==> src/rtl/rmon_rd_pkg.sv <==
`default_nettype none
// ============================================================================
// Module   : rmon_rd_pkg
// Purpose  : Shared types and constants for the RMON counter read arbiter:
//            FSM state encoding, requester owner codes and default widths.
// Ports    : none (package)
// Options  : none
// Revision : 1.0 - initial release
// ============================================================================
package rmon_rd_pkg;

  typedef enum logic [1:0] {
    ST_IDLE    = 2'd0,
    ST_APPLY   = 2'd1,
    ST_ACK     = 2'd2,
    ST_RELEASE = 2'd3
  } rd_state_e;

  localparam logic OWN_H = 1'b0;
  localparam logic OWN_P = 1'b1;

  localparam int DEF_ADDR_W = 6;
  localparam int DEF_DATA_W = 32;

endpackage
`default_nettype wire

==> src/rtl/rmon_rd_rr2.sv <==
`default_nettype none
// ============================================================================
// Module   : rmon_rd_rr2
// Purpose  : Combinational two-way round-robin select. A lone requester wins;
//            when both request, the one that was not served last wins.
// Ports    : h_req, p_req   - request inputs
//            last_served    - owner code of the previously served requester
//            grant_valid    - at least one request present
//            grant_owner    - winning owner code (OWN_H / OWN_P)
// Options  : none
// Revision : 1.0 - initial release
// ============================================================================
module rmon_rd_rr2
  import rmon_rd_pkg::*;
(
  input  logic h_req,
  input  logic p_req,
  input  logic last_served,
  output logic grant_valid,
  output logic grant_owner
);

  always_comb begin
    grant_valid = h_req | p_req;
    if (h_req && p_req) begin
      grant_owner = ~last_served;
    end else if (p_req) begin
      grant_owner = OWN_P;
    end else begin
      grant_owner = OWN_H;
    end
  end

endmodule
`default_nettype wire

==> src/rtl/rmon_rd_arbiter.sv <==
`default_nettype none
// ============================================================================
// Module   : rmon_rd_arbiter
// Purpose  : Shares the RMON counter read port between the host register
//            path (H) and the statistics poll engine (P). Runs the four-phase
//            apply/grant handshake, captures the read data and returns it to
//            the winning requester with a one-cycle ack pulse.
// Ports    : Clk_reg, Reset (async, active low)
//            H_req/H_addr -> H_ack/H_err/H_data   host requester
//            P_req/P_addr -> P_ack/P_err/P_data   poll requester
//            CPU_rd_addr/CPU_rd_apply -> RMON, CPU_rd_grant/CPU_rd_dout <- RMON
//            Busy_o  - FSM not idle
//            Owner_o - current or last owner (0 = H, 1 = P)
// Options  : RMON_RD_TIMEOUT_EN - enables the grant timeout counter and the
//            H_err / P_err flags; when undefined APPLY waits forever for grant
//            and both err outputs are constant 0.
// Revision : 1.0 - initial release
// ============================================================================
module rmon_rd_arbiter
  import rmon_rd_pkg::*;
#(
  parameter int              ADDR_W  = DEF_ADDR_W,
  parameter int              DATA_W  = DEF_DATA_W,
  parameter int              TO_W    = 8,
  parameter logic [TO_W-1:0] TIMEOUT = 8'd200
) (
  input  logic              Clk_reg,
  input  logic              Reset,
  input  logic              H_req,
  input  logic [ADDR_W-1:0] H_addr,
  output logic              H_ack,
  output logic              H_err,
  output logic [DATA_W-1:0] H_data,
  input  logic              P_req,
  input  logic [ADDR_W-1:0] P_addr,
  output logic              P_ack,
  output logic              P_err,
  output logic [DATA_W-1:0] P_data,
  output logic [ADDR_W-1:0] CPU_rd_addr,
  output logic              CPU_rd_apply,
  input  logic              CPU_rd_grant,
  input  logic [DATA_W-1:0] CPU_rd_dout,
  output logic              Busy_o,
  output logic              Owner_o
);

  rd_state_e         state_q, state_d;
  logic              apply_q, apply_d;
  logic [ADDR_W-1:0] addr_q, addr_d;
  logic              owner_q, owner_d;
  logic              last_q, last_d;
  logic [DATA_W-1:0] h_data_q, h_data_d;
  logic [DATA_W-1:0] p_data_q, p_data_d;
  logic              h_ack_q, h_ack_d;
  logic              p_ack_q, p_ack_d;

  logic              arb_valid;
  logic              arb_owner;

  // Requests only matter in IDLE, so the selector sees raw requests.
  rmon_rd_rr2 u_rr2 (
    .h_req       (H_req),
    .p_req       (P_req),
    .last_served (last_q),
    .grant_valid (arb_valid),
    .grant_owner (arb_owner)
  );

`ifdef RMON_RD_TIMEOUT_EN
  localparam logic [TO_W-1:0] TO_LAST = TIMEOUT - TO_W'(1);

  logic [TO_W-1:0] to_cnt_q, to_cnt_d;
  logic            tout_q, tout_d;
  logic            h_err_q, h_err_d;
  logic            p_err_q, p_err_d;
`else
  logic [TO_W-1:0] unused_timeout;
  assign unused_timeout = TIMEOUT;
`endif

  always_comb begin
    state_d  = state_q;
    apply_d  = apply_q;
    addr_d   = addr_q;
    owner_d  = owner_q;
    last_d   = last_q;
    h_data_d = h_data_q;
    p_data_d = p_data_q;
    h_ack_d  = 1'b0;
    p_ack_d  = 1'b0;
`ifdef RMON_RD_TIMEOUT_EN
    to_cnt_d = to_cnt_q;
    tout_d   = tout_q;
    h_err_d  = 1'b0;
    p_err_d  = 1'b0;
`endif

    case (state_q)
      ST_IDLE: begin
        if (arb_valid) begin
          state_d = ST_APPLY;
          apply_d = 1'b1;
          owner_d = arb_owner;
          addr_d  = (arb_owner == OWN_P) ? P_addr : H_addr;
`ifdef RMON_RD_TIMEOUT_EN
          to_cnt_d = '0;
          tout_d   = 1'b0;
`endif
        end
      end

      ST_APPLY: begin
        // Grant takes precedence over a timeout landing in the same cycle.
        if (CPU_rd_grant) begin
          state_d = ST_ACK;
          apply_d = 1'b0;
          if (owner_q == OWN_P) begin
            p_data_d = CPU_rd_dout;
          end else begin
            h_data_d = CPU_rd_dout;
          end
`ifdef RMON_RD_TIMEOUT_EN
        end else if (to_cnt_q == TO_LAST) begin
          // Counter started at 0 in the first APPLY cycle, so apply has
          // been high for exactly TIMEOUT cycles here.
          state_d = ST_ACK;
          apply_d = 1'b0;
          tout_d  = 1'b1;
        end else begin
          to_cnt_d = to_cnt_q + TO_W'(1);
`endif
        end
      end

      ST_ACK: begin
        // Ack/err are registered, so they appear during the next state.
        h_ack_d = (owner_q == OWN_H);
        p_ack_d = (owner_q == OWN_P);
`ifdef RMON_RD_TIMEOUT_EN
        h_err_d = (owner_q == OWN_H) & tout_q;
        p_err_d = (owner_q == OWN_P) & tout_q;
`endif
        last_d  = owner_q;
        state_d = ST_RELEASE;
      end

      ST_RELEASE: begin
        // Closing phase of the handshake: RMON must drop grant first.
        if (!CPU_rd_grant) begin
          state_d = ST_IDLE;
        end
      end

      default: begin
        state_d = ST_IDLE;
        apply_d = 1'b0;
      end
    endcase
  end

  always_ff @(posedge Clk_reg or negedge Reset) begin
    if (!Reset) begin
      state_q  <= ST_IDLE;
      apply_q  <= 1'b0;
      addr_q   <= '0;
      owner_q  <= OWN_H;
      last_q   <= OWN_P;  // H wins the first contest after reset
      h_data_q <= '0;
      p_data_q <= '0;
      h_ack_q  <= 1'b0;
      p_ack_q  <= 1'b0;
    end else begin
      state_q  <= state_d;
      apply_q  <= apply_d;
      addr_q   <= addr_d;
      owner_q  <= owner_d;
      last_q   <= last_d;
      h_data_q <= h_data_d;
      p_data_q <= p_data_d;
      h_ack_q  <= h_ack_d;
      p_ack_q  <= p_ack_d;
    end
  end

`ifdef RMON_RD_TIMEOUT_EN
  always_ff @(posedge Clk_reg or negedge Reset) begin
    if (!Reset) begin
      to_cnt_q <= '0;
      tout_q   <= 1'b0;
      h_err_q  <= 1'b0;
      p_err_q  <= 1'b0;
    end else begin
      to_cnt_q <= to_cnt_d;
      tout_q   <= tout_d;
      h_err_q  <= h_err_d;
      p_err_q  <= p_err_d;
    end
  end

  assign H_err = h_err_q;
  assign P_err = p_err_q;
`else
  assign H_err = 1'b0;
  assign P_err = 1'b0;
`endif

  assign H_ack        = h_ack_q;
  assign P_ack        = p_ack_q;
  assign H_data       = h_data_q;
  assign P_data       = p_data_q;
  assign CPU_rd_addr  = addr_q;
  assign CPU_rd_apply = apply_q;
  assign Owner_o      = owner_q;
  assign Busy_o       = (state_q != ST_IDLE);

endmodule
`default_nettype wire

==> config.mk <==
export PLATFORM = sky130hd
export DESIGN_NAME = rmon_rd_arbiter
export DESIGN_NICKNAME = d
export VERILOG_FILES = /design/src/rtl/rmon_rd_pkg.sv /design/src/rtl/rmon_rd_rr2.sv /design/src/rtl/rmon_rd_arbiter.sv
export SDC_FILE = /design/constraint.sdc
export NUM_CORES = 1
export LEC_CHECK = 0
export ABC_AREA = 1
export BUFFER_PORTS_ARGS = -buffer_cell sky130_fd_sc_hd__buf_2
export CORE_ASPECT_RATIO = 1.25
export CORE_MARGIN = 1.5
export CORE_UTILIZATION = 40
export CTS_CLUSTER_DIAMETER = 150
export DETAILED_ROUTE_END_ITERATION = 7
export PLACE_DENSITY_LB_ADDON = 0.12
export SKIP_CTS_REPAIR_TIMING = 1
export SLEW_MARGIN = 5
export SYNTH_ARGS = -nofsm -noshare
export SYNTH_HDL_FRONTEND = slang
export SYNTH_SLANG_ARGS = --single-unit
==> constraint.sdc <==
create_clock -name Clk_reg -period 4.5 [get_ports Clk_reg]
set_clock_uncertainty 0.1 [all_clocks]
set_input_delay 1.35 -clock Clk_reg [delete_from_list [all_inputs] [get_ports Clk_reg]]
set_output_delay 1.35 -clock Clk_reg [all_outputs]
set_load 0.01 [all_outputs]
# After elaboration in Yosys (flattened, before gate mapping)
# Cells that the tools add are included.
dict set report op_classes {
  n_eq_ne 6
  muxes 12
  n_bitwise 3
  n_reduce_logical 9
}
# cell n
set op_table {}
lappend op_table {{3-bit AND reduction} 4}
lappend op_table {{2-bit case mux with 4 select lines} 1}
lappend op_table {{1-bit 2-to-1 mux} 6}
lappend op_table {{2-bit 2-to-1 mux} 3}
lappend op_table {{6-bit 2-to-1 mux} 1}
lappend op_table {{2-bit inequality test (second input constant)} 3}
lappend op_table {{2-bit equality test (second input constant)} 2}
lappend op_table {{2-bit nonzero test} 2}
lappend op_table {{2-bit by 1-bit equality test with 1-bit output (second input constant)} 1}
lappend op_table {{2-bit zero test} 1}
lappend op_table {{1-bit inverter} 2}
lappend op_table {{1-bit case mux with 2 select lines} 1}
lappend op_table {{2-bit AND reduction} 1}
lappend op_table {{1-bit logical AND} 1}
lappend op_table {{1-bit bitwise OR} 1}
dict set report word_totals {
  ff_bits 77
  input_bits 49
  out_inout_bits 77
  word_cells 39
}

# Logic depth before layout (Yosys ltp)
dict set report logic_depth {
  depth_word 3
  ltp_mapped 7
  depth_no_buf 7
}

# Cells and area by module
# Synthesis repeated with hierarchy kept, for this count alone.
dict set report unflattened {
  hier_cells 320
  hier_area_um2 3279.4
}
# mod instances cells_each area_each_um2 seq_area_each_um2
set modules_own_cells {}
lappend modules_own_cells {rmon_rd_arbiter 1 317 3264.4 1928.1}
lappend modules_own_cells {rmon_rd_rr2 1 3 15.0 0.0}

# Worst setup path before layout
# No wires, ideal clock.
dict set report synth_timing {
  path_kind {flip-flop to output port}
  from {register state_q[0]}
  to {output Busy_o}
  t_arrival_ps 773
  required_ps 3050
  setup_slack_ps 2277
  stages_incl_launch_ff 4
  n_path_buf 0
  cell_sequence {dfrtp_1 -> inv_1 -> ha_1 -> inv_1}
}
dict set report synth_between {
  elab_chain_len 1
}
# element line
set synth_rtl {}
lappend synth_rtl {{from (decl)} rmon_rd_arbiter.sv:47} ;# rd_state_e state_q, state_d;
lappend synth_rtl {{from (signal assigned)} rmon_rd_arbiter.sv:173} ;# state_q <= state_d;
lappend synth_rtl {{2-bit nonzero test} rmon_rd_arbiter.sv:214} ;# assign Busy_o = (state_q != ST_IDLE);
lappend synth_rtl {{to (decl)} rmon_rd_arbiter.sv:43} ;# output logic Busy_o,
# Every way passes these cells.

# Worst setup path in the final report
# Ends and elaborated chain as after synthesis.

==> results by group <==
Run status
  – Failing checks: design-rule violations
  – Outcome: finished, violations left

Detailed routing
  – Post-Route WL: 6600 um
  – Final antenna-violating net count: 0
  – TritonRoute pass-1 iters: 6
  – DR vias: 2,526
  – DR iter-0 viols: 84
  – Routed vias/inst: 4.56
  – Post-DR wirelength/cell: 11.9 um
  – DRC violations left: 12

GRT
  – Initial antenna violation count: 0
  – Largest net degree at the start of global routing: 78
  – GR Overflow Total: 0
  – Global-route wire length before repair: 11,200 um
  – Vias in the first global route: 2,476
  – GRT Total Usage: 0.158

STA
  – Headroom to the max-slew limit: 0.359
  – Final hold viol count: 0
  – Setup TNS Final: 0 ns
  – RSZ-0062 raised after global routing: no
  – Endpoints failing setup: 0
  – Fmax: 0.361 GHz
  – Worst slew pin tran: 0.961 ns
  – Max Slew Vio Count: 0
  – Crit path time final: 2.77 ns
  – Post-route clock period utilization: 0.616

CTS
  – CTS buffer count: 9
  – Clock Path Buffers: 2
  – Reg clk slew, reported paths: 0.07 ns
  – Clk Latency, worst-skew pair: 0.34 ns
  – H-tree depth: 3
  – Root Buffer: clkbuf_8
  – CTS tree: built
  – # clock sinks: 77

Worst setup path
  – Critical path class: reg -> out
  – Worst-path fanout max: 4
  – CP required: 3.05 ns
  – CP Data Arrival Time: 1.32 ns
  – CP endpoint kind: output port
  – Worst setup SP type: flip-flop

Synthesis
  – Yosys cell types: 21
  – Synth Register Bits: 77
  – Syn avg cell area: 10.1 um2
  – Synth Cell Area: 3380 um2
  – Syn. warnings: 0
  – Seq/Total Area, Yosys: 0.571
  – Post-Syn Instances: 333

Pwr
  – Maximum VDD drop: 231 uV
  – Pwr dens: 670 nW/um2
  – Leakage: 2.36 nW

Place
  – Number of port buffers: 123
  – GP Congestion: 0.793
  – Post-DP HPWL: 4570 um
  – Placed cells: 539

Die
  – Die W: 85.2 um
  – Die area: 9010 um2
  – Die H: 106 um
  – Starting Density: 0.412
  – Row cnt: 37
  – Core area: 8190 um2
  – I/O Pins: 126

Cells and area
  – FILL cells: 825
  – Final non-filler cell total: 554
  – Layout cell share with drive strength beyond 1: 0.429
  – N_diodes: 0
  – Post-layout util: 0.507
  – P&R area growth vs syn: 22.9%
  – # nets final: 507

Min path
  – Worst hold path type: reg -> reg

Job
  – Max-cap violations: 0
layer usage:
layer,wire length [um],GRT usage
met3,531,0.0454
met2,3080,0.256
met4,132,0.0773
met5,0,0
met1,2850,0.193
cell families after synthesis:
family	synth area share
AND/OR/NAND/NOR	0.160
flip-flops	0.571
AO/OA/AOI/OAI	0.154
buffers and inverters	0.0959
adder cells (fa/ha/maj)	0.0185
other	0.00111
stage by stage:
step	hold slack, ns	power (mW)	area (um2)	setup slack (ns)
floorplan	0.342	1.93	3380	2.28
global placement	0.355	2.32	3980	1.77
detailed placement	0.354	2.35	3980	1.75
CTS	0.369	2.83	4150	1.70
global route	0.396	3.02	4150	1.66
finish	0.367	2.78	4150	1.73
layout make-up:
cell class	count	area, um2	share of cell area
Tap cell	97	121	0.0292
Inverter	47	176	0.0425
Multi-Input combinational cell	195	1130	0.272
Timing Repair Buffer	123	618	0.149
Sequential cell	77	1930	0.464
Clock buffer	14	173	0.0416
Clock inverter	1	5.00	0.00121
final timing paths:
path                             from         end  slack (ns)  depth (start not counted)
setup / recovery           state_q[0]      Busy_o        1.73                          4
hold / removal                 last_q      last_q        0.37                          2
setup reg to reg           state_q[1]   P_data[0]        2.39                          5
hold reg to reg                last_q      last_q        0.37                          2
max in group asynchronous       Reset  state_q[0]        2.61                          1
min in group asynchronous       Reset  P_data[15]        1.04                          1
critical path: stages, from the launching register on:
cell     delay [ns]
dfrtp_1        0.41
inv_1          0.10
ha_1           0.23
inv_1          0.10
buf_2          0.14
placed cells by master (no fill, tap or decap), drive strengths merged:
master,n
o21ai,65
clkbuf,14
nand3,9
dfstp,1
nor2,4
nand2,101
nand3b,6
inv,47
ha,5
buf,123
dfrtp,76
conb,2
clkinv,1
nand4,3
Yosys cell counts:
library cell  instances  area [um2]
buf_2                 1        5.00
nor2_4                2        22.5
o21ai_2              52         455
nor2_2                1        6.26
o21ai_0               1        5.00
dfrtp_1              76        1900
nand3_4               1        17.5
nand2_1             100         375
buf_6                10         113
inv_1                45         169
nand3_1               8        40.0
o21ai_1              12        60.1
nor2_1                1        3.75
ha_1                  5        62.6
nand4_1               3        18.8
dfstp_2               1        26.3
buf_4                 4        30.0
conb_1                1        3.75
nand3b_1              6        45.0
nand2_4               1        11.3
inv_2                 2        7.51
power by group:
part           total [mW]  switching (mW)  internal [mW]  leakage (nW)
logic                1.14           0.660          0.476          1.30
clock network       0.469           0.226          0.242        0.0926
registers            1.18           0.168           1.01         0.966
flip-flops by register name (all words and copies together), names as in the netlist:
register	flops
H_data	32
P_data	32
CPU_rd_addr	6
state_q	2
CPU_rd_apply	1
H_ack	1
Owner_o	1
P_ack	1
last_q	1
(Power assumes the default switching activity.)
